==> src/rtl/aes_round_sched_pkg.sv <==
// rtl/aes_round_sched_pkg.sv - key-size, scheduler-state types and round-count lookup for the AES round scheduler
package aes_round_sched_pkg;

    typedef enum logic [1:0] {
        AES_KEY_128  = 2'd0,
        AES_KEY_192  = 2'd1,
        AES_KEY_256  = 2'd2,
        AES_KEY_RSVD = 2'd3
    } aes_key_size_t;

    typedef enum logic [2:0] {
        SCH_IDLE  = 3'd0,
        SCH_ARMED = 3'd1,
        SCH_LOAD  = 3'd2,
        SCH_ROUND = 3'd3,
        SCH_FINAL = 3'd4,
        SCH_HOLD  = 3'd5,
        SCH_DONE  = 3'd6,
        SCH_ERROR = 3'd7
    } aes_sched_state_t;

    localparam int unsigned AES_NR_128 = 10;
    localparam int unsigned AES_NR_192 = 12;
    localparam int unsigned AES_NR_256 = 14;

    // Reserved key size yields 0; the scheduler never runs rounds for it.
    function automatic logic [3:0] aes_nr(input aes_key_size_t key_size);
        case (key_size)
            AES_KEY_128: aes_nr = 4'(AES_NR_128);
            AES_KEY_192: aes_nr = 4'(AES_NR_192);
            AES_KEY_256: aes_nr = 4'(AES_NR_256);
            default:     aes_nr = 4'd0;
        endcase
    endfunction

endpackage

==> src/rtl/aes_round_sched_if.sv <==
// rtl/aes_round_sched_if.sv - engine-side control, block/result handshakes and datapath strobes of the round scheduler
interface aes_round_sched_if #(
    parameter int BLK_CNT_W = 16,
    parameter int RIDX_W    = 4
);
    logic                 clear;
    logic                 start_i;
    logic [1:0]           key_size_i;
    logic [BLK_CNT_W-1:0] n_blocks_i;
    logic                 blk_valid_i;
    logic                 blk_ready_o;
    logic                 load_o;
    logic                 round_en_o;
    logic [RIDX_W-1:0]    round_idx_o;
    logic                 final_round_o;
    logic                 key_step_o;
    logic                 res_valid_o;
    logic                 res_ready_i;
    logic [BLK_CNT_W-1:0] blk_cnt_o;
    logic                 busy_o;
    logic                 done_o;
    logic                 err_o;

    modport master (
        output clear, start_i, key_size_i, n_blocks_i, blk_valid_i, res_ready_i,
        input  blk_ready_o, load_o, round_en_o, round_idx_o, final_round_o,
               key_step_o, res_valid_o, blk_cnt_o, busy_o, done_o, err_o
    );

    modport slave (
        input  clear, start_i, key_size_i, n_blocks_i, blk_valid_i, res_ready_i,
        output blk_ready_o, load_o, round_en_o, round_idx_o, final_round_o,
               key_step_o, res_valid_o, blk_cnt_o, busy_o, done_o, err_o
    );
endinterface

==> src/rtl/aes_round_sched.sv <==
// rtl/aes_round_sched.sv - per-block round sequencer and per-job block counter for the iterative AES datapath
module aes_round_sched
    import aes_round_sched_pkg::*;
#(
    parameter int BLK_CNT_W = 16,
    parameter int RIDX_W    = 4
) (
    input  logic            clk,
    input  logic            reset_n,
    aes_round_sched_if.slave bus
);

    localparam logic [2:0] ST_IDLE  = SCH_IDLE;
    localparam logic [2:0] ST_ARMED = SCH_ARMED;
    localparam logic [2:0] ST_LOAD  = SCH_LOAD;
    localparam logic [2:0] ST_ROUND = SCH_ROUND;
    localparam logic [2:0] ST_FINAL = SCH_FINAL;
    localparam logic [2:0] ST_HOLD  = SCH_HOLD;
    localparam logic [2:0] ST_DONE  = SCH_DONE;
    localparam logic [2:0] ST_ERROR = SCH_ERROR;

    logic [2:0]           state;
    logic [RIDX_W-1:0]    nr;
    logic [RIDX_W-1:0]    rnd;
    logic [BLK_CNT_W-1:0] n_blk;
    logic [BLK_CNT_W-1:0] blk_cnt;
    logic                 err;

    logic blk_hs;
    logic res_hs;
    logic last_blk;
    logic last_mid_round;
    logic in_rounds;

    assign blk_hs         = (state == ST_ARMED) && bus.blk_valid_i;
    assign res_hs         = (state == ST_HOLD) && bus.res_ready_i;
    assign last_blk       = (blk_cnt == (n_blk - BLK_CNT_W'(1)));
    assign last_mid_round = (rnd == (nr - RIDX_W'(1)));
    assign in_rounds      = (state == ST_LOAD) || (state == ST_ROUND) || (state == ST_FINAL);

    always_ff @(posedge clk or negedge reset_n) begin
        if (!reset_n) begin
            state   <= ST_IDLE;
            nr      <= '0;
            rnd     <= '0;
            n_blk   <= '0;
            blk_cnt <= '0;
            err     <= 1'b0;
        end else if (bus.clear) begin
            state   <= ST_IDLE;
            nr      <= '0;
            rnd     <= '0;
            n_blk   <= '0;
            blk_cnt <= '0;
            err     <= 1'b0;
        end else begin
            case (state)
                ST_IDLE: begin
                    if (bus.start_i) begin
                        blk_cnt <= '0;
                        n_blk   <= bus.n_blocks_i;
                        nr      <= RIDX_W'(aes_nr(aes_key_size_t'(bus.key_size_i)));
                        if (bus.key_size_i == AES_KEY_RSVD) begin
                            err   <= 1'b1;
                            state <= ST_ERROR;
                        end else if (bus.n_blocks_i == '0) begin
                            err   <= 1'b0;
                            state <= ST_DONE;
                        end else begin
                            err   <= 1'b0;
                            state <= ST_ARMED;
                        end
                    end
                end
                ST_ARMED: begin
                    if (blk_hs) begin
                        rnd   <= '0;
                        state <= ST_LOAD;
                    end
                end
                ST_LOAD: begin
                    rnd   <= RIDX_W'(1);
                    state <= ST_ROUND;
                end
                // The round index keeps counting into FINAL so it reads Nr there.
                ST_ROUND: begin
                    rnd <= rnd + RIDX_W'(1);
                    if (last_mid_round) begin
                        state <= ST_FINAL;
                    end
                end
                ST_FINAL: begin
                    rnd   <= '0;
                    state <= ST_HOLD;
                end
                ST_HOLD: begin
                    if (res_hs) begin
                        if (blk_cnt != '1) begin
                            blk_cnt <= blk_cnt + BLK_CNT_W'(1);
                        end
                        state <= last_blk ? ST_DONE : ST_ARMED;
                    end
                end
                ST_DONE:  state <= ST_IDLE;
                ST_ERROR: state <= ST_IDLE;
                default:  state <= ST_IDLE;
            endcase
        end
    end

    // All strobes decode straight from the state so an async reset clears them at once.
    assign bus.blk_ready_o   = (state == ST_ARMED);
    assign bus.load_o        = (state == ST_LOAD);
    assign bus.round_en_o    = (state == ST_ROUND) || (state == ST_FINAL);
    assign bus.final_round_o = (state == ST_FINAL);
    assign bus.key_step_o    = (state == ST_LOAD) || (state == ST_ROUND);
    assign bus.round_idx_o   = in_rounds ? rnd : '0;
    assign bus.res_valid_o   = (state == ST_HOLD);
    assign bus.blk_cnt_o     = blk_cnt;
    assign bus.busy_o        = (state == ST_ARMED) || in_rounds || (state == ST_HOLD);
    assign bus.done_o        = (state == ST_DONE) || (state == ST_ERROR);
    assign bus.err_o         = err;

endmodule

==> src/flat_wrapper.sv <==
// flat-port wrapper written by rule: the top's interface ports become plain ports
module aes_round_sched_flat import aes_round_sched_pkg::*;
#(
    parameter int BLK_CNT_W = 16,
    parameter int RIDX_W    = 4
)
  (clk, reset_n, bus_clear, bus_start_i, bus_key_size_i, bus_n_blocks_i, bus_blk_valid_i, bus_res_ready_i, bus_blk_ready_o, bus_load_o, bus_round_en_o, bus_round_idx_o, bus_final_round_o, bus_key_step_o, bus_res_valid_o, bus_blk_cnt_o, bus_busy_o, bus_done_o, bus_err_o);
  aes_round_sched_if #(.BLK_CNT_W(BLK_CNT_W), .RIDX_W(RIDX_W)) bus_i ();
  input  logic clk;
  input  logic reset_n;
  input wire logic [$bits(bus_i.clear)-1:0] bus_clear;
  input wire logic [$bits(bus_i.start_i)-1:0] bus_start_i;
  input wire logic [$bits(bus_i.key_size_i)-1:0] bus_key_size_i;
  input wire logic [$bits(bus_i.n_blocks_i)-1:0] bus_n_blocks_i;
  input wire logic [$bits(bus_i.blk_valid_i)-1:0] bus_blk_valid_i;
  input wire logic [$bits(bus_i.res_ready_i)-1:0] bus_res_ready_i;
  output wire logic [$bits(bus_i.blk_ready_o)-1:0] bus_blk_ready_o;
  output wire logic [$bits(bus_i.load_o)-1:0] bus_load_o;
  output wire logic [$bits(bus_i.round_en_o)-1:0] bus_round_en_o;
  output wire logic [$bits(bus_i.round_idx_o)-1:0] bus_round_idx_o;
  output wire logic [$bits(bus_i.final_round_o)-1:0] bus_final_round_o;
  output wire logic [$bits(bus_i.key_step_o)-1:0] bus_key_step_o;
  output wire logic [$bits(bus_i.res_valid_o)-1:0] bus_res_valid_o;
  output wire logic [$bits(bus_i.blk_cnt_o)-1:0] bus_blk_cnt_o;
  output wire logic [$bits(bus_i.busy_o)-1:0] bus_busy_o;
  output wire logic [$bits(bus_i.done_o)-1:0] bus_done_o;
  output wire logic [$bits(bus_i.err_o)-1:0] bus_err_o;
  assign bus_i.clear = bus_clear;
  assign bus_i.start_i = bus_start_i;
  assign bus_i.key_size_i = bus_key_size_i;
  assign bus_i.n_blocks_i = bus_n_blocks_i;
  assign bus_i.blk_valid_i = bus_blk_valid_i;
  assign bus_i.res_ready_i = bus_res_ready_i;
  assign bus_blk_ready_o = bus_i.blk_ready_o;
  assign bus_load_o = bus_i.load_o;
  assign bus_round_en_o = bus_i.round_en_o;
  assign bus_round_idx_o = bus_i.round_idx_o;
  assign bus_final_round_o = bus_i.final_round_o;
  assign bus_key_step_o = bus_i.key_step_o;
  assign bus_res_valid_o = bus_i.res_valid_o;
  assign bus_blk_cnt_o = bus_i.blk_cnt_o;
  assign bus_busy_o = bus_i.busy_o;
  assign bus_done_o = bus_i.done_o;
  assign bus_err_o = bus_i.err_o;
  aes_round_sched #(.BLK_CNT_W(BLK_CNT_W), .RIDX_W(RIDX_W)) u_core (.clk(clk), .reset_n(reset_n), .bus(bus_i));
endmodule
==> config.mk <==
export PLATFORM = sky130hd
export DESIGN_NAME = aes_round_sched_flat
export DESIGN_NICKNAME = d
export VERILOG_FILES = /design/src/rtl/aes_round_sched_pkg.sv /design/src/rtl/aes_round_sched_if.sv /design/src/rtl/aes_round_sched.sv /design/src/flat_wrapper.sv
export SDC_FILE = /design/constraint.sdc
export NUM_CORES = 1
export LEC_CHECK = 0
export ABC_AREA = 1
export CAP_MARGIN = 10
export CORE_UTILIZATION = 30
export CTS_CLUSTER_SIZE = 16
export DETAILED_ROUTE_END_ITERATION = 10
export HOLD_SLACK_MARGIN = 0.1
export PLACE_DENSITY = 0.52
export SLEW_MARGIN = 20
export SYNTH_ARGS = -nofsm -noshare
export SYNTH_HDL_FRONTEND = slang
export SYNTH_SLANG_ARGS = --single-unit
==> constraint.sdc <==
create_clock -name clk -period 2.6 [get_ports clk]
set_input_delay 0.39 -clock clk [delete_from_list [all_inputs] [get_ports clk]]
set_output_delay 0.39 -clock clk [all_outputs]
set_load 0.005 [all_outputs]
After elaboration in Yosys (flattened, before gate mapping)
Index checks and enable logic that the tools add are counted.
Word-level totals
  flip-flop bits (word level): 44
  output and inout port bits: 29
  word-level logic and storage cells: 77
Operators by class
  $add $sub $neg: 4
  eq/ne operators: 18
  mux-type cells: 29
  reductions and logical operators: 20
Operator list (number)
  two-way mux 16 bit: 7
  case mux 16 bit (2 select lines): 1
  two-way mux 3 bit: 8
  two-way mux 4 bit: 6
  case mux 3 bit (7 select lines): 1
  adder 16 x 1 -> 16 bit, second input constant: 1
  equality test 16 bit: 1
  zero test 16 bit: 1
  inequality test 16 bit, second input constant: 1
  case mux 4 bit (4 select lines): 1
  subtractor 16 x 1 -> 16 bit, second input constant: 1
  equality test 3 bit, second input constant: 4
  inequality test 3 x 2 -> 1 bit, second input constant: 4
  case mux 4 bit (3 select lines): 1
  AND reduction 4 bit: 2
  equality test 3 x 2 -> 1 bit, second input constant: 2
  logical OR 1 bit: 6
  nonzero test 5 bit: 1
  adder 4 x 1 -> 4 bit, second input constant: 1
  equality test 2 bit, second input constant: 2
  equality test 4 bit: 1
  two-way mux 1 bit: 4
  AND reduction 2 bit: 2
  nonzero test 2 bit: 2
  other kinds (9): 10

Logic depth before layout (Yosys ltp)
  depth in word-level cells: 6
  gate-level depth with buffers: 15
  gate-level depth less buffers: 15

Worst setup path after synthesis
OpenSTA, ideal clock, no wires.
  path kind: register to register
  start: register u_core.n_blk[0]
  end: register u_core.state[0]
  setup time: 0.117 ns
  arrival: 1.659 ns
  data required time: 2.483 ns
  path slack: 0.825 ns
  stages on the path, launching flop included: 14
  path buffers: 0
  clock period less this slack: 1.775 ns
  cells stage by stage: dfrtp_1 -> inv_1 -> ha_1 -> nand3_1 -> nor2_4 -> nand2_1 -> xor2_1 -> nand2_1 -> nor2_1 -> nand3_1 -> nand2_1 -> nand2_1 -> nand2_1 -> nand2_1
Between the ends
  word-level cells in the longest chain between the ends: 6
RTL lines
  start, declared: line aes_round_sched.sv:25  | logic [BLK_CNT_W-1:0] n_blk;
  start signal, assigned: line aes_round_sched.sv:61  | n_blk <= bus.n_blocks_i;
  subtractor 16 x 1 -> 16 bit: line aes_round_sched.sv:37  | assign last_blk = (blk_cnt == (n_blk - BLK_CNT_W'(1)));
  equality test 16 bit: line aes_round_sched.sv:37
  two-way mux 3 bit: line aes_round_sched.sv:101  | state <= last_blk ? ST_DONE : ST_ARMED;
  two-way mux 3 bit: line aes_round_sched.sv:97  | if (res_hs) begin
  case mux 3 bit (7 select lines): line aes_round_sched.sv:57  | case (state)
  two-way mux 3 bit: line aes_round_sched.sv:49  | end else if (bus.clear) begin
  end signal, assigned: line aes_round_sched.sv:101
  end, declared: line aes_round_sched.sv:22  | logic [2:0] state;
No other way between the ends. The select of a mux whose other input is x is not followed.
A chain may end at the register's enable or synchronous reset.

Final worst setup path
  start: register u_core.state[0]
  end: output port bus_busy_o
Between the ends
  word-level cells in the longest chain between the ends: 5
RTL lines
  equality test 3 x 2 -> 1 bit: line aes_round_sched.sv:39  | assign in_rounds = (state == ST_LOAD) || (state == ST_ROUND) || (state == ST_FINAL);
  logical OR 1 bit (2 in series): line aes_round_sched.sv:39
  logical OR 1 bit: line aes_round_sched.sv:120  | assign bus.busy_o = (state == ST_ARMED) || in_rounds || (state == ST_HOLD);
  logical OR 1 bit (*): line aes_round_sched.sv:120
  end, declared: line flat_wrapper.sv:25  | output wire logic [$bits(bus_i.busy_o)-1:0] bus_busy_o;
Mark *: on every way between the ends. The rest lies on a longest branch, timed or not.

==> flow_summary.toml <==
[setup_path]
crit_start = "u_core.state[0]"
r2r_cells = 9
reg2reg_slack_ns = 0.47
crit_top_cell = "nor2_1"
max_stage_delay_ns = 0.52
crit_type = "flop to primary output"
arrival_ns = 1.94
slowest_stage = "dfrtp_1"
crit_chain = "nor2_1, inv_1, nor2_1, nor2_1, nand2_1, clkdlybuf4s50_1"
start_kind = "flop"
end_kind = "primary output"
crit_fanout = 8
endpoint = "bus_busy_o"
required_ns = 2.21
r2r-start = "u_core.bus.blk_cnt_o[1]"
reg2reg_to = "u_core.bus.blk_cnt_o[3]"

[global_route]
track_usage = 0.172
grt_antenna_before_repair = 0
grt.overflow.total = 0
grt_max_degree = 43
grt_pass1_vias = 3103
grt_first_pass_wirelength_mm = 15.3

[cts]
clk_latency_ns = 0.30
tritoncts = "built"
cts_setup_buffers = 0
path_clk_slew_ns = 0.09
root_buffer = "clkbuf_8"
clockBufferDepth = 2
clkSinkCount = 43
cts_resized = 0
cts_max_level = 2
cts_buffers = 5

[timing]
finClkSkew_ns = 0.00576
max_freq_ghz = 0.428
min_period_ns = 2.33
hold_viol = 0
slew_viol_final = 0
slew-limit-headroom = 0.599
rsz0062_at_grt = "false"
worst_pin_slew_ns = 0.595
setup_tns_ns = 0
post-route-period-util = 0.898
setup_viol = 0

[layout]
synthToLayoutAreaGrowth_pct = 24.5
final-instance-count-excl-fill = 671
multi_input_area_mm2 = 0.00185
num-fill-cells = 1144
seq_area_mm2 = 0.00108
drive_gt1_frac = 0.0673
fin_nets = 564
diodes = 0

[synth]
yosysUniqueCellTypes = 40
synthCells = 480
synth_edf_count = 0
syn_area_mm2 = 0.00327
synth_async_sr_flop_share = 1.00
synth_area_per_cell_um2 = 6.81
yosysTopAreaCell = "dfrtp_1"
ys_seq_area_frac = 0.329
synth.top_cell.area_share = 0.329
yosysMostFrequentCell = "nand2_1"
ys_top_cells_by_area = "dfrtp_1 (33%), nand2_1 (16%), inv_1 (7.2%)"
yosys_register_bits = 43
synth_nets = 510
ys_warn_count = 0
synth_ff_type = "dfrtp_1"
synth_commonest_cells = "nand2_1 (135), inv_1 (63), nor2_1 (62)"

[placed_design]
dp_hpwl_mm = 7.26
io_buffers = 52
globalplace.congestion = 0.822
dp.cells = 662

[detailed_routing]
detail_route.iter0.violations = 141
dr.pass1.iters = 4
antenna_left = 0
wl_per_cell_um = 13.7
drc = 0
routed_wl_mm = 9.17
num_vias = 3201
vias_per_cell = 4.77

[pwr]
leakage_uw = 0.00194
irDropWorstVdd_uv = 272
power_density_mw_per_mm2 = 746

[die]
start_util = 0.312
fp.dieArea_mm2 = 0.0113
die_h_um = 106
coreArea_mm2 = 0.0105
num_rows = 37
dieWidth_um = 106
ios = 53

[status]
status = "completed"

[worst_hold_path]
hp-class = "input port to asynchronous set/reset pin"

[job]
max_cap_viol_count = 0
registers in the layout (all words and copies together) (netlist names):
signal	flops
u_core.state	3
u_core.rnd	4
u_core.bus.err_o	1
u_core.n_blk	16
u_core.bus.blk_cnt_o	16
u_core.nr	3
worst max-delay path, delay by kind of cell (launching register included):
family / cells / cell delay [ns]
flops: 1 / 0.52
simple gates: 4 / 0.57
buf+inv: 2 / 0.55
layer usage:
| metal | vias up | share of wire | global-route usage | wire, µm |
|---|---|---|---|---|
| met2 | 68 | 0.46 | 0.281 | 4250 |
| met5 | - | 0 | 0 | 0 |
| met3 | 13 | 0.047 | 0.0258 | 429 |
| met4 | 0 | 0.017 | 0.0466 | 153 |
| met1 | 1481 | 0.47 | 0.236 | 4340 |
| li1 | 1639 | - | - | - |
area by class of cell:
| type | count | share of cell area |
|---|---|---|
| multi-input cells | 355 | 0.455 |
| well taps | 136 | 0.0418 |
| clock buffers | 6 | 0.0203 |
| flip-flops and latches | 43 | 0.264 |
| repair buffers | 61 | 0.147 |
| clock inverters | 2 | 0.00861 |
| inverters | 68 | 0.0627 |
logic make-up after synthesis:
group | synth area share
buf+inv | 0.104
xor+xnor | 0.0777
compound gates | 0.101
flops | 0.329
simple gates | 0.365
fa+ha+maj | 0.0230
report_power, final:
group | internal [µW] | total (µW) | switching [µW]
Sequential | 789 | 971 | 182
Clock | 311 | 563 | 252
Combinational | 603 | 1500 | 898
worst min path at each step:
stage / endpoint / slack (ns) / depth (start not counted)
final: u_core.n_blk[7] / 0.47 / 2
after CTS: u_core.n_blk[7] / 0.48 / 2
after detailed placement: u_core.n_blk[7] / 0.26 / 1
after global routing: u_core.n_blk[9] / 0.49 / 2
after floorplan: u_core.bus.blk_cnt_o[0] / 0.09 / 0
after global placement: u_core.n_blk[7] / 0.26 / 1
cells in the final DEF, fill, tap and decap left out, types with 8 or more instances in the layout:
| cell type | n |
|---|---|
| dfrtp_1 | 43 |
| a21oi_1 | 8 |
| nand4_1 | 8 |
| o21ai_0 | 12 |
| nand2_1 | 135 |
| o31ai_1 | 18 |
| xor2_1 | 24 |
| nor3_1 | 10 |
| inv_1 | 63 |
| clkdlybuf4s50_1 | 51 |
| nand3_1 | 30 |
| nor2_1 | 62 |
stage by stage:
step / util / area (µm²) / total power [µW] / setup slack (ns) / hold slack [ns]
after detailed placement: 0.377 / 3940 / 2490 / 0.310 / 0.255
after global placement: 0.377 / 3940 / 2480 / 0.407 / 0.255
after floorplan: - / 3270 / 2060 / 0.825 / 0.0944
after CTS: 0.389 / 4070 / 3060 / 0.234 / 0.479
final: 0.389 / 4070 / 3040 / 0.265 / 0.471
after global routing: 0.389 / 4070 / 3330 / 0.0488 / 0.492
repair_timing:
| action | in CTS | in global routing |
|---|---|---|
| endpoints found under the setup margin | 0 | 0 |
| hold buffers | 1 | 0 |
| endpoints found under the hold margin | 6 | 0 |
Power figures use the tool's default switching activity.
